--- src/rtl/uart_pkg.sv ---
// -----------------------------------------------------------------------------
// uart_pkg
//
// Shared declarations for the UART transmitter and receiver:
//   - uart_state_e         : frame state enumeration (IDLE, START, DATA, PARITY,
//                            STOP). The receiver uses the same encoding.
//   - DATA_BITS            : payload bits per frame (8).
//   - START_LEVEL          : line level of the start bit (0).
//   - STOP_LEVEL           : line level of the stop bit and of the idle line (1).
//   - CLKS_PER_BIT_DEFAULT : default clocks per serial bit (5208).
//   - BAUD_CNT_W           : width of the bit-period counter. 16 bits covers the
//                            legal CLKS_PER_BIT range of 2..65535.
// -----------------------------------------------------------------------------
package uart_pkg;

  typedef enum logic [2:0] {
    IDLE,
    START,
    DATA,
    PARITY,
    STOP
  } uart_state_e;

  localparam int   DATA_BITS            = 8;
  localparam logic START_LEVEL          = 1'b0;
  localparam logic STOP_LEVEL           = 1'b1;
  localparam int   CLKS_PER_BIT_DEFAULT = 5208;
  localparam int   BAUD_CNT_W           = 16;

endpackage : uart_pkg

--- src/rtl/uart_baud_tick.sv ---
// -----------------------------------------------------------------------------
// uart_baud_tick
//
// Bit-period counter shared by the UART transmitter and receiver. While run is
// high the counter steps 0..CLKS_PER_BIT-1 and then wraps to 0. tick is high
// during the last cycle of each bit period, so the owner advances its state on
// the same edge where the counter wraps. While run is low the counter is held
// at 0, which means every new frame starts with a full bit period.
//
// Parameters:
//   CLKS_PER_BIT : clocks per serial bit, legal range 2..65535
//
// Ports:
//   clk  : in  - clock, rising edge
//   clr  : in  - asynchronous active-high reset; forces the counter to 0
//   run  : in  - count enable; low holds the counter at 0
//   tick : out - high in the final cycle of a bit period (wrap cycle)
// -----------------------------------------------------------------------------
module uart_baud_tick
  import uart_pkg::*;
#(
  parameter int CLKS_PER_BIT = CLKS_PER_BIT_DEFAULT
) (
  input  logic clk,
  input  logic clr,
  input  logic run,
  output logic tick
);

  localparam logic [BAUD_CNT_W-1:0] LAST_CNT = BAUD_CNT_W'(CLKS_PER_BIT - 1);

  logic [BAUD_CNT_W-1:0] cnt_q;
  logic [BAUD_CNT_W-1:0] cnt_d;

  // NOTE: every signal written here gets a default first, so no path through
  // the block can leave a value unassigned and infer a latch.
  always_comb begin
    cnt_d = cnt_q;
    tick  = 1'b0;
    if (!run) begin
      cnt_d = '0;
    end else if (cnt_q == LAST_CNT) begin
      cnt_d = '0;
      tick  = 1'b1;
    end else begin
      cnt_d = cnt_q + BAUD_CNT_W'(1);
    end
  end

  // NOTE: sequential state uses non-blocking assignments only. Every flop then
  // samples its pre-edge value, whatever order the simulator runs the blocks.
  always_ff @(posedge clk or posedge clr) begin
    if (clr) begin
      cnt_q <= '0;
    end else begin
      cnt_q <= cnt_d;
    end
  end

endmodule : uart_baud_tick

--- src/rtl/uart_transmitter.sv ---
// -----------------------------------------------------------------------------
// uart_transmitter
//
// Serialises one byte per four-phase req/ack handshake. Frame format:
//   start (0), data[0]..data[7] LSB first, [even parity], stop (1).
//
// Build option:
//   UART_TX_PARITY_EN : when defined, a PARITY bit period is inserted between
//                       DATA and STOP that carries the XOR of the latched byte
//                       (11 bit periods per frame). When undefined the FSM
//                       goes straight from DATA to STOP (10 bit periods).
//
// Parameters:
//   CLKS_PER_BIT : clocks per serial bit, legal range 2..65535
//
// Ports:
//   clk  : in  - clock, rising edge
//   clr  : in  - asynchronous active-high reset; aborts any frame in progress
//   req  : in  - upstream request; data is valid while req is high
//   data : in  - byte to send; sampled only on the accepting edge
//   ack  : out - handshake acknowledge. Rises on acceptance and falls on the
//                first clock req is seen low, in any frame state.
//   txd  : out - serial line, registered; idles high
//   busy : out - high while a frame is being driven on txd
//
// Timing: the edge that accepts a byte also drives the start bit, so txd goes
// low one clock after req rises. The edge that ends STOP returns to IDLE with
// busy low. If req is high and ack is low at that point, the next START begins
// one clock later, which gives a one-clock idle gap between frames.
// -----------------------------------------------------------------------------
module uart_transmitter
  import uart_pkg::*;
#(
  parameter int CLKS_PER_BIT = CLKS_PER_BIT_DEFAULT
) (
  input  logic       clk,
  input  logic       clr,
  input  logic       req,
  input  logic [7:0] data,
  output logic       ack,
  output logic       txd,
  output logic       busy
);

  localparam logic [2:0] LAST_IDX = 3'(DATA_BITS - 1);

  uart_state_e          state_q,   state_d;
  logic [2:0]           bit_idx_q, bit_idx_d;   // data bit currently on txd
  logic [DATA_BITS-1:0] shift_q,   shift_d;     // bits not yet sent, LSB next
  logic                 txd_q,     txd_d;
  logic                 ack_q,     ack_d;
  logic                 busy_q,    busy_d;
`ifdef UART_TX_PARITY_EN
  logic                 parity_q,  parity_d;    // even parity of latched byte
`endif

  logic run;
  logic tick;
  logic accept;

  // The bit timer runs for the whole frame and rests at 0 in IDLE. START
  // therefore always lasts exactly CLKS_PER_BIT clocks after acceptance.
  assign run = (state_q != IDLE);

  uart_baud_tick #(
    .CLKS_PER_BIT(CLKS_PER_BIT)
  ) u_baud_tick (
    .clk (clk),
    .clr (clr),
    .run (run),
    .tick(tick)
  );

  // Next-state logic. Each transition out of START/DATA/PARITY/STOP happens
  // on the tick edge. The bit for the new period is loaded into txd_d at the
  // same time, so txd changes exactly at bit boundaries.
  always_comb begin
    state_d   = state_q;
    bit_idx_d = bit_idx_q;
    shift_d   = shift_q;
    txd_d     = txd_q;
    ack_d     = ack_q;
    busy_d    = busy_q;
`ifdef UART_TX_PARITY_EN
    parity_d  = parity_q;
`endif

    // While ack is high the current handshake is still open, so a held req
    // must not start another frame.
    accept = (state_q == IDLE) && req && !ack_q;

    // ack is independent of the frame, so the handshake can close mid-frame.
    if (accept) begin
      ack_d = 1'b1;
    end else if (ack_q && !req) begin
      ack_d = 1'b0;
    end

    case (state_q)
      IDLE: begin
        if (accept) begin
          shift_d   = data;
`ifdef UART_TX_PARITY_EN
          parity_d  = ^data;
`endif
          bit_idx_d = '0;
          txd_d     = START_LEVEL;
          busy_d    = 1'b1;
          state_d   = START;
        end
      end

      START: begin
        if (tick) begin
          txd_d     = shift_q[0];
          shift_d   = shift_q >> 1;
          bit_idx_d = '0;
          state_d   = DATA;
        end
      end

      DATA: begin
        if (tick) begin
          if (bit_idx_q == LAST_IDX) begin
`ifdef UART_TX_PARITY_EN
            txd_d   = parity_q;
            state_d = PARITY;
`else
            txd_d   = STOP_LEVEL;
            state_d = STOP;
`endif
          end else begin
            txd_d     = shift_q[0];
            shift_d   = shift_q >> 1;
            bit_idx_d = bit_idx_q + 3'd1;
          end
        end
      end

`ifdef UART_TX_PARITY_EN
      PARITY: begin
        if (tick) begin
          txd_d   = STOP_LEVEL;
          state_d = STOP;
        end
      end
`endif

      STOP: begin
        if (tick) begin
          // The line stays at the stop level and becomes the idle level.
          txd_d     = STOP_LEVEL;
          busy_d    = 1'b0;
          bit_idx_d = '0;
          state_d   = IDLE;
        end
      end

      default: begin
        // This covers PARITY when the parity option is not built, and any
        // illegal encoding. Return to a safe idle line.
        txd_d     = STOP_LEVEL;
        busy_d    = 1'b0;
        bit_idx_d = '0;
        state_d   = IDLE;
      end
    endcase
  end

  // All frame state is in one register block. The shift register is reset
  // together with the control state, so an aborted frame leaves no data behind.
  always_ff @(posedge clk or posedge clr) begin
    if (clr) begin
      state_q   <= IDLE;
      bit_idx_q <= '0;
      shift_q   <= '0;
      txd_q     <= STOP_LEVEL;
      ack_q     <= 1'b0;
      busy_q    <= 1'b0;
`ifdef UART_TX_PARITY_EN
      parity_q  <= 1'b0;
`endif
    end else begin
      state_q   <= state_d;
      bit_idx_q <= bit_idx_d;
      shift_q   <= shift_d;
      txd_q     <= txd_d;
      ack_q     <= ack_d;
      busy_q    <= busy_d;
`ifdef UART_TX_PARITY_EN
      parity_q  <= parity_d;
`endif
    end
  end

  assign txd  = txd_q;
  assign ack  = ack_q;
  assign busy = busy_q;

endmodule : uart_transmitter

--- config.mk ---
export PLATFORM = sky130hd
export DESIGN_NAME = uart_transmitter
export DESIGN_NICKNAME = d
export VERILOG_FILES = /design/src/rtl/uart_pkg.sv /design/src/rtl/uart_baud_tick.sv /design/src/rtl/uart_transmitter.sv
export SDC_FILE = /design/constraint.sdc
export NUM_CORES = 1
export LEC_CHECK = 0
export CORE_ASPECT_RATIO = 0.75
export CORE_MARGIN = 1
export CORE_UTILIZATION = 31
export DETAILED_ROUTE_END_ITERATION = 16
export PLACE_DENSITY_LB_ADDON = 0.05
export SYNTH_ARGS = -nofsm -noshare
export SYNTH_HDL_FRONTEND = slang
export SYNTH_SLANG_ARGS = --single-unit
export TNS_END_PERCENT = 30
--- constraint.sdc ---
create_clock -name clk -period 5.17 [get_ports clk]
set_input_delay 1.034 -clock clk [delete_from_list [all_inputs] [get_ports clk]]
set_output_delay 1.034 -clock clk [all_outputs]
set_load 0.02 [all_outputs]
==> impl_metrics.prom, run 1 <==
# TYPE chip_impl_metric gauge
chip_impl_metric{name="p_int",unit="W"} 0.000481
chip_impl_metric{name="sequentialPowerShare",unit="%"} 52.0
chip_impl_metric{name="fin_cells",unit=""} 256
chip_impl_metric{name="timing.final.max_slew_violations",unit=""} 0
chip_impl_info{name="run_status",value="finished clean"} 1
chip_impl_metric{name="finalWirelength",unit="mm"} 3.57
chip_impl_metric{name="starting_density",unit="%"} 32.5
chip_impl_info{name="ys_top_cells_by_count",value="32 x sky130_fd_sc_hd__dfrtp_1, 24 x sky130_fd_sc_hd__nor2_1, 11 x sky130_fd_sc_hd__xnor2_1"} 1
chip_impl_metric{name="setup-violations-final",unit=""} 0
chip_impl_metric{name="mapped_area",unit="µm²"} 1760
chip_impl_metric{name="cts.clk_slew.worst_paths",unit="ns"} 0.07
chip_impl_metric{name="die_width",unit="µm"} 89.0
chip_impl_metric{name="fin_tns_setup",unit="ns"} 0
chip_impl_metric{name="power.static_leakage",unit="nW"} 0.811
chip_impl_metric{name="power_frac_comb",unit="%"} 16.3
chip_impl_metric{name="synth_enable_flop_cells",unit=""} 0
chip_impl_info{name="worstSetupStartpointType",value="input pin"} 1
chip_impl_metric{name="cts_resized",unit=""} 0
chip_impl_metric{name="tightestPinTransition",unit="ns"} 0.701
chip_impl_metric{name="final.fill_count",unit=""} 574
chip_impl_metric{name="fin_skew",unit="ns"} 0.00774
chip_impl_metric{name="postSynthRegisterBits",unit=""} 33
chip_impl_metric{name="worstPathRequired",unit="ns"} 5.39
chip_impl_metric{name="maximum_number_of_pins_on_one_net_before_global_route_repair",unit=""} 34
chip_impl_info{name="synth_flop_cell",value="sky130_fd_sc_hd__dfrtp_1"} 1
chip_impl_metric{name="maxSlewHeadroom",unit="%"} 53.2
chip_impl_info{name="cp_cell_sequence",value="clkdlybuf4s50_1 -> nor2b_1 -> o21ai_0 -> a22oi_1 -> o221a_1"} 1
chip_impl_metric{name="grt_antenna_before_repair",unit=""} 0
chip_impl_metric{name="max_cap_viol_count",unit=""} 0
chip_impl_info{name="worst_reg2reg_endpoint",value="shift_q[6]"} 1
chip_impl_metric{name="ctsHtreeMaxLevel",unit=""} 2
chip_impl_metric{name="worstPathMaxFanout",unit=""} 8
chip_impl_metric{name="grt.met2_usage",unit="%"} 18.6
chip_impl_info{name="synth_area_leaders",value="sky130_fd_sc_hd__dfrtp_1 46%, sky130_fd_sc_hd__xnor2_1 5.5%, sky130_fd_sc_hd__nor2_1 5.1%"} 1
chip_impl_metric{name="avgViaCountPerCell",unit=""} 4.80
chip_impl_metric{name="irDropWorstVdd",unit="mV"} 0.125
chip_impl_metric{name="gpl.final_weighted_congestion",unit=""} 0.712
chip_impl_metric{name="synth_top_area_share",unit="%"} 45.6
chip_impl_metric{name="final_nets",unit=""} 194
chip_impl_metric{name="track_usage",unit="%"} 14.0
chip_impl_metric{name="cts_max_path_bufs",unit=""} 2
chip_impl_metric{name="drive_above_1_share",unit="%"} 15.5
chip_impl_metric{name="use_met3",unit="%"} 3.91
chip_impl_metric{name="synthToLayoutAreaGrowth",unit="%"} 15.4
chip_impl_metric{name="initial_drt_pass_iterations",unit=""} 4
chip_impl_metric{name="timing.final.crit_share",unit="%"} 49.8
chip_impl_metric{name="cts_made_buffers",unit=""} 5
chip_impl_metric{name="finalCriticalPeriod",unit="ns"} 2.58
chip_impl_metric{name="dp_hpwl",unit="mm"} 2.52
chip_impl_metric{name="worstRegToRegCells",unit=""} 5
chip_impl_metric{name="seq_total_area_yosys",unit="%"} 47.0
chip_impl_metric{name="achievable-frequency",unit="MHz"} 388
chip_impl_metric{name="power.density",unit="nW/µm²"} 333
chip_impl_metric{name="timing.critical_path.slowest_cell_delay",unit="ns"} 0.62
chip_impl_metric{name="average_wire_per_cell_in_the_routed_design",unit="µm"} 13.9
chip_impl_metric{name="netSwitchingFraction",unit="%"} 28.8
chip_impl_metric{name="cts.hold.buffers_added",unit=""} 0
chip_impl_metric{name="cts_setup_buffers",unit=""} 0
chip_impl_info{name="synth_most_common_cell",value="sky130_fd_sc_hd__dfrtp_1"} 1
chip_impl_metric{name="vias",unit=""} 1230
chip_impl_metric{name="drcViolationCount",unit=""} 0
chip_impl_info{name="cts_tree",value="done"} 1
chip_impl_info{name="setup.worst_path.start",value="req"} 1
chip_impl_metric{name="netlist_instances",unit=""} 167
chip_impl_metric{name="port-buffer-count",unit=""} 13
chip_impl_metric{name="synthesis.nets",unit=""} 181
chip_impl_metric{name="grt_pass1_vias",unit=""} 1245
chip_impl_info{name="cell_taking_the_most_area_after_synthesis",value="sky130_fd_sc_hd__dfrtp_1"} 1
chip_impl_metric{name="place_inst",unit=""} 248
chip_impl_metric{name="dieArea",unit="µm²"} 5980
chip_impl_metric{name="worst-r2r-setup-slack",unit="ns"} 3.17
chip_impl_info{name="setup.worst_path.class",value="input pin to register"} 1
chip_impl_metric{name="tritoncts_num_sinks",unit=""} 33
chip_impl_info{name="reg_to_reg_critical_path_startpoint",value="bit_idx_q[0]"} 1
chip_impl_metric{name="clk-insertion-delay-late",unit="ns"} 0.28
chip_impl_metric{name="grt_first_pass_wirelength",unit="mm"} 6.17
chip_impl_metric{name="synth_warnings",unit=""} 0
chip_impl_metric{name="ant_nets",unit=""} 0
chip_impl_metric{name="grt.met1_usage",unit="%"} 21.4
chip_impl_info{name="timing.critical_path.to",value="shift_q[6]"} 1
chip_impl_metric{name="grt.overflow.total",unit=""} 0
chip_impl_metric{name="net-switching-power",unit="W"} 0.000195
chip_impl_metric{name="floorplan.die.height",unit="µm"} 67.2
chip_impl_metric{name="cp.arrival",unit="ns"} 2.79
chip_impl_info{name="min-delay-path-class",value="register to register"} 1
chip_impl_metric{name="utilization",unit="%"} 37.5
chip_impl_metric{name="antenna_cells_inserted",unit=""} 0
chip_impl_info{name="grt_setup_unrepaired",value="no"} 1
chip_impl_metric{name="hold_viol_final",unit=""} 0
chip_impl_metric{name="number_of_different_library_cells_in_the_post_synthesis_netlist",unit=""} 45
chip_impl_info{name="worstSetupEndpointType",value="register"} 1
chip_impl_metric{name="coreArea",unit="µm²"} 5410
chip_impl_metric{name="pin_count",unit=""} 14
chip_impl_metric{name="site_rows",unit=""} 23
chip_impl_metric{name="avgSynthCellArea",unit="µm²"} 10.5
chip_impl_info{name="busiest_layer",value="met1"} 1
chip_impl_metric{name="drt_iter0_drc",unit=""} 64
chip_impl_metric{name="clock_power_share",unit="%"} 31.7
chip_impl_metric{name="synth_async_sr_flop_share",unit="%"} 100
chip_impl_info{name="root_buffer",value="sky130_fd_sc_hd__clkbuf_8"} 1
chip_impl_info{name="crit_path_top_delay_cell",value="sky130_fd_sc_hd__a22oi_1"} 1
## critical path: cells and delay by family
kind	cells	cell delay [ns]
and+or+nand+nor	1	0.23
AOI/OAI and AO/OA	3	1.06
buffers and inverters	1	0.47
## power groups by stage
stage	Combinational (W)	Sequential, W	Clock [W]
after floorplan	0.0000948	0.000342	0
after global placement	0.000110	0.000356	0
after detailed placement	0.000112	0.000357	0
after CTS	0.000112	0.000353	0.000222
after global routing	0.000126	0.000359	0.000236
final	0.000110	0.000352	0.000214
## kinds of logic (layout without fill, tap and decap cells)
group | Yosys count | in the layout | share of synthesized area (%)
buffers and inverters | 14 | 28 | 4.77
xor gates and xnor gates | 15 | 15 | 7.47
AOI/OAI and AO/OA | 26 | 26 | 11.3
DFF | 33 | 33 | 47.0
muxes | 3 | 3 | 1.78
adders and majority gates | 3 | 3 | 2.14
and+or+nand+nor | 73 | 73 | 25.5
## routing by layer
layer	vias up	part of all wire [%]
met3	2	4.5
li1	615	-
met2	22	39
met5	-	0
met1	591	56
met4	0	0.70
## state kept, by name, summed over array words and instances, names as in the netlist
register and cells:
ack 1, bit_idx_q 3, busy 1, shift_q 8, state_q 3, txd 1
u_baud_tick.cnt_q 16
## cell type report
cell class / instances / area [µm²] / share of cell area [%]
Timing Repair Buffer: 14 / 138 / 6.78
Tap cell: 75 / 93.8 / 4.62
Clock inverter: 1 / 5.00 / 0.247
Multi-Input combinational cell: 120 / 847 / 41.7
Inverter: 6 / 22.5 / 1.11
Sequential cell: 33 / 827 / 40.8
Clock buffer: 7 / 96.3 / 4.75
## through the flow
stage	power [W]	setup WS (ns)	hold slack (ns)	cell area, µm²
floorplan	0.000437	3.10	0.451	1760
global placement	0.000466	2.36	0.461	1930
detailed placement	0.000469	2.32	0.475	1930
CTS	0.000687	2.62	0.485	2030
global route	0.000720	2.39	0.518	2030
finish	0.000676	2.59	0.476	2030
## placed cells by master, fill, tap and decap left out, types with 2 or more instances in the layout
cell type                          n
sky130_fd_sc_hd__nor3_1            4
sky130_fd_sc_hd__clkbuf_8          7
sky130_fd_sc_hd__nor2_1           24
sky130_fd_sc_hd__mux2i_1           2
sky130_fd_sc_hd__ha_1              3
sky130_fd_sc_hd__clkdlybuf4s50_1  13
sky130_fd_sc_hd__nand3b_1          2
sky130_fd_sc_hd__nor4b_4           2
sky130_fd_sc_hd__xnor2_1          11
sky130_fd_sc_hd__xor2_1            4
sky130_fd_sc_hd__dfrtp_1          32
sky130_fd_sc_hd__nand3_1          10
sky130_fd_sc_hd__o21ai_0           7
sky130_fd_sc_hd__nand2_1           6
sky130_fd_sc_hd__or2_2             7
sky130_fd_sc_hd__nor4_1            3
sky130_fd_sc_hd__a22o_1            2
sky130_fd_sc_hd__o221a_1           7
sky130_fd_sc_hd__inv_1             6
sky130_fd_sc_hd__nand4_1           2
sky130_fd_sc_hd__a21oi_1           4
## worst min path at each step
stage / cells past startpoint / endpoint / from
floorplan: 1 / u_baud_tick.cnt_q[0] / u_baud_tick.cnt_q[0]
global placement: 2 / txd / txd
detailed placement: 2 / txd / txd
CTS: 2 / txd / txd
global route: 2 / txd / txd
finish: 2 / txd / txd
(Power assumes the default switching activity.)
==> run 2: changes to the inputs <==
==> constraint.sdc (replaced) <==
create_clock -name clk -period 2.6 [get_ports clk]
set_input_delay 0.52 -clock clk [delete_from_list [all_inputs] [get_ports clk]]
set_output_delay 0.52 -clock clk [all_outputs]
set_load 0.02 [all_outputs]
==> run 2 against run 1 <==
Count of clock-buffer cells in the layout decreased by 1. Worst setup slack got worse by 2.0 ns. Critical path depth unchanged. Combinational power increased by 98%.
==> impl_metrics.prom, run 2 (synthesis results as in run 1) <==
# TYPE chip_impl_metric gauge
chip_impl_info{name="run_status",value="finished clean"} 1
chip_impl_metric{name="drt_iter0_drc",unit=""} 73
chip_impl_metric{name="cts_max_path_bufs",unit=""} 2
chip_impl_metric{name="coreArea",unit="µm²"} 5410
chip_impl_metric{name="maxSlewHeadroom",unit="%"} 60.6
chip_impl_metric{name="port-buffer-count",unit=""} 13
chip_impl_info{name="setup.worst_path.class",value="register to register"} 1
chip_impl_metric{name="irDropWorstVdd",unit="mV"} 0.210
chip_impl_metric{name="cp.arrival",unit="ns"} 2.15
chip_impl_metric{name="grt_first_pass_wirelength",unit="mm"} 6.04
chip_impl_metric{name="ctsHtreeMaxLevel",unit=""} 2
chip_impl_metric{name="tightestPinTransition",unit="ns"} 0.591
chip_impl_metric{name="power.static_leakage",unit="nW"} 0.807
chip_impl_metric{name="pin_count",unit=""} 14
chip_impl_metric{name="grt_antenna_before_repair",unit=""} 0
chip_impl_metric{name="ant_nets",unit=""} 0
chip_impl_metric{name="synthToLayoutAreaGrowth",unit="%"} 14.8
chip_impl_metric{name="track_usage",unit="%"} 13.7
chip_impl_metric{name="timing.critical_path.slowest_cell_delay",unit="ns"} 0.53
chip_impl_metric{name="timing.final.crit_share",unit="%"} 76.5
chip_impl_metric{name="gpl.final_weighted_congestion",unit=""} 0.725
chip_impl_info{name="crit_path_top_delay_cell",value="sky130_fd_sc_hd__or3_1"} 1
chip_impl_metric{name="site_rows",unit=""} 23
chip_impl_metric{name="vias",unit=""} 1257
chip_impl_info{name="reg_with_most_ffs",value="u_baud_tick.cnt_q"} 1
chip_impl_metric{name="clk-insertion-delay-late",unit="ns"} 0.28
chip_impl_info{name="cp_cell_sequence",value="ha_1 -> and3_4 -> nand4_2 -> or3_1 -> o221a_1"} 1
chip_impl_metric{name="maximum_number_of_pins_on_one_net_before_global_route_repair",unit=""} 34
chip_impl_metric{name="setup-violations-final",unit=""} 0
chip_impl_metric{name="dieArea",unit="µm²"} 5980
chip_impl_metric{name="final_nets",unit=""} 195
chip_impl_metric{name="total_power",unit="W"} 0.00130
chip_impl_metric{name="cts.clk_slew.worst_paths",unit="ns"} 0.07
chip_impl_metric{name="drcViolationCount",unit=""} 0
chip_impl_metric{name="timing.final.max_slew_violations",unit=""} 0
chip_impl_info{name="worstSetupEndpointType",value="register"} 1
chip_impl_info{name="final_cell_mix",value="32 x sky130_fd_sc_hd__dfrtp_1, 24 x sky130_fd_sc_hd__nor2_1, 13 x sky130_fd_sc_hd__clkdlybuf4s50_1, 11 x sky130_fd_sc_hd__xnor2_1, 10 x sky130_fd_sc_hd__nand3_1"} 1
chip_impl_metric{name="cts.hold.buffers_added",unit=""} 0
chip_impl_metric{name="tritoncts_num_sinks",unit=""} 33
chip_impl_metric{name="dp_hpwl",unit="mm"} 2.46
chip_impl_metric{name="floorplan.die.height",unit="µm"} 67.2
chip_impl_metric{name="grt.overflow.total",unit=""} 0
chip_impl_metric{name="cts_made_buffers",unit=""} 5
chip_impl_info{name="critPathTopFamily",value="simple AND/OR/NAND/NOR gates"} 1
chip_impl_metric{name="hold_viol_final",unit=""} 0
chip_impl_metric{name="initial_drt_pass_iterations",unit=""} 4
chip_impl_metric{name="largest_register_ff_count",unit=""} 16
chip_impl_metric{name="avgViaCountPerCell",unit=""} 4.89
chip_impl_metric{name="worstPathRequired",unit="ns"} 2.76
chip_impl_metric{name="final.fill_count",unit=""} 560
chip_impl_metric{name="power.density",unit="nW/µm²"} 642
chip_impl_metric{name="critPathBufInv",unit=""} 0
chip_impl_metric{name="cts_setup_buffers",unit=""} 0
chip_impl_metric{name="max_cap_viol_count",unit=""} 0
chip_impl_info{name="worstSetupStartpointType",value="register"} 1
chip_impl_info{name="min-delay-path-class",value="register to register"} 1
chip_impl_metric{name="average_wire_per_cell_in_the_routed_design",unit="µm"} 13.9
chip_impl_metric{name="finalCriticalPeriod",unit="ns"} 1.99
chip_impl_metric{name="antenna_cells_inserted",unit=""} 0
chip_impl_info{name="layout_commonest_cell",value="sky130_fd_sc_hd__dfrtp_1"} 1
chip_impl_metric{name="finalWirelength",unit="mm"} 3.56
chip_impl_metric{name="grt_pass1_vias",unit=""} 1188
chip_impl_metric{name="drive_above_1_share",unit="%"} 15.4
chip_impl_info{name="grt_setup_unrepaired",value="no"} 1
chip_impl_metric{name="die_width",unit="µm"} 89.0
chip_impl_metric{name="fin_tns_setup",unit="ns"} 0
chip_impl_info{name="cts_tree",value="done"} 1
chip_impl_info{name="top_registers",value="u_baud_tick.cnt_q: 16 flops, shift_q: 8 flops"} 1
chip_impl_metric{name="starting_density",unit="%"} 32.5
chip_impl_info{name="root_buffer",value="sky130_fd_sc_hd__clkbuf_8"} 1
chip_impl_metric{name="fin_skew",unit="ns"} 0.00665
chip_impl_metric{name="cts_resized",unit=""} 0
chip_impl_metric{name="achievable-frequency",unit="MHz"} 503
chip_impl_metric{name="worstPathMaxFanout",unit=""} 7
==> run 2: cell count changes in the layout (fill, tap and decap cells not counted) <==
cell | before | now
sky130_fd_sc_hd__clkinv_2 | 1 | 2
sky130_fd_sc_hd__buf_4 | 1 | 2
sky130_fd_sc_hd__clkbuf_8 | 7 | 5
sky130_fd_sc_hd__clkbuf_1 | 0 | 1
==> run 2: per-layer routing <==
metal | vias up | GRT usage, % | share of wire [%]
li1 | 616 | - | -
met1 | 616 | 20.8 | 57
met2 | 20 | 18.2 | 38
met3 | 5 | 4.03 | 3.8
met4 | 0 | 4.96 | 1.1
met5 | - | 0 | 0
==> run 2: report_power, final <==
group | total, W | switching [W] | internal (W)
Sequential | 0.000702 | 0.000109 | 0.000594
Combinational | 0.000218 | 0.0000943 | 0.000124
Clock | 0.000375 | 0.000189 | 0.000186
Total | 0.00130 | 0.000392 | 0.000903
==> run 2: worst paths after layout <==
kind | start | end | slack [ns] | depth (start not counted)
min | txd | txd | 0.48 | 2
max | u_baud_tick.cnt_q[0] | shift_q[3] | 0.61 | 5
min in group asynchronous | clr | u_baud_tick.cnt_q[3] | 0.64 | 3
min reg2reg | txd | txd | 0.48 | 2
max reg2reg | u_baud_tick.cnt_q[0] | shift_q[3] | 0.61 | 5
max in group asynchronous | clr | txd | 1.61 | 3
==> run 2: final cells by class <==
class	instances	area [µm²]	share of cell area [%]
clock inverter	2	10.0	0.496
sequential	33	827	41.0
timing repair buffer	15	145	7.19
tap	75	93.8	4.65
inverter	6	22.5	1.12
multi-input combinational	120	847	42.0
clock buffer	6	72.6	3.60
==> run 2: worst register-to-register path, delay by kind of cell, from the launching register on <==
family	cells	cell delay (ns)
and+or+nand+nor	3	0.92
DFF	1	0.39
adders and majority gates	1	0.29
AOI/OAI and AO/OA	1	0.28
==> run 2: metrics by stage <==
stage	cells	hold slack [ns]	area (µm²)	util, %	setup WS (ns)
floorplan	167	0.451	1760	-	0.742
global route	257	0.507	2020	37.3	0.432
global placement	249	0.461	1940	35.8	0.569
finish	257	0.478	2020	37.3	0.610
CTS	257	0.484	2020	37.3	0.579
detailed placement	249	0.467	1940	35.8	0.587
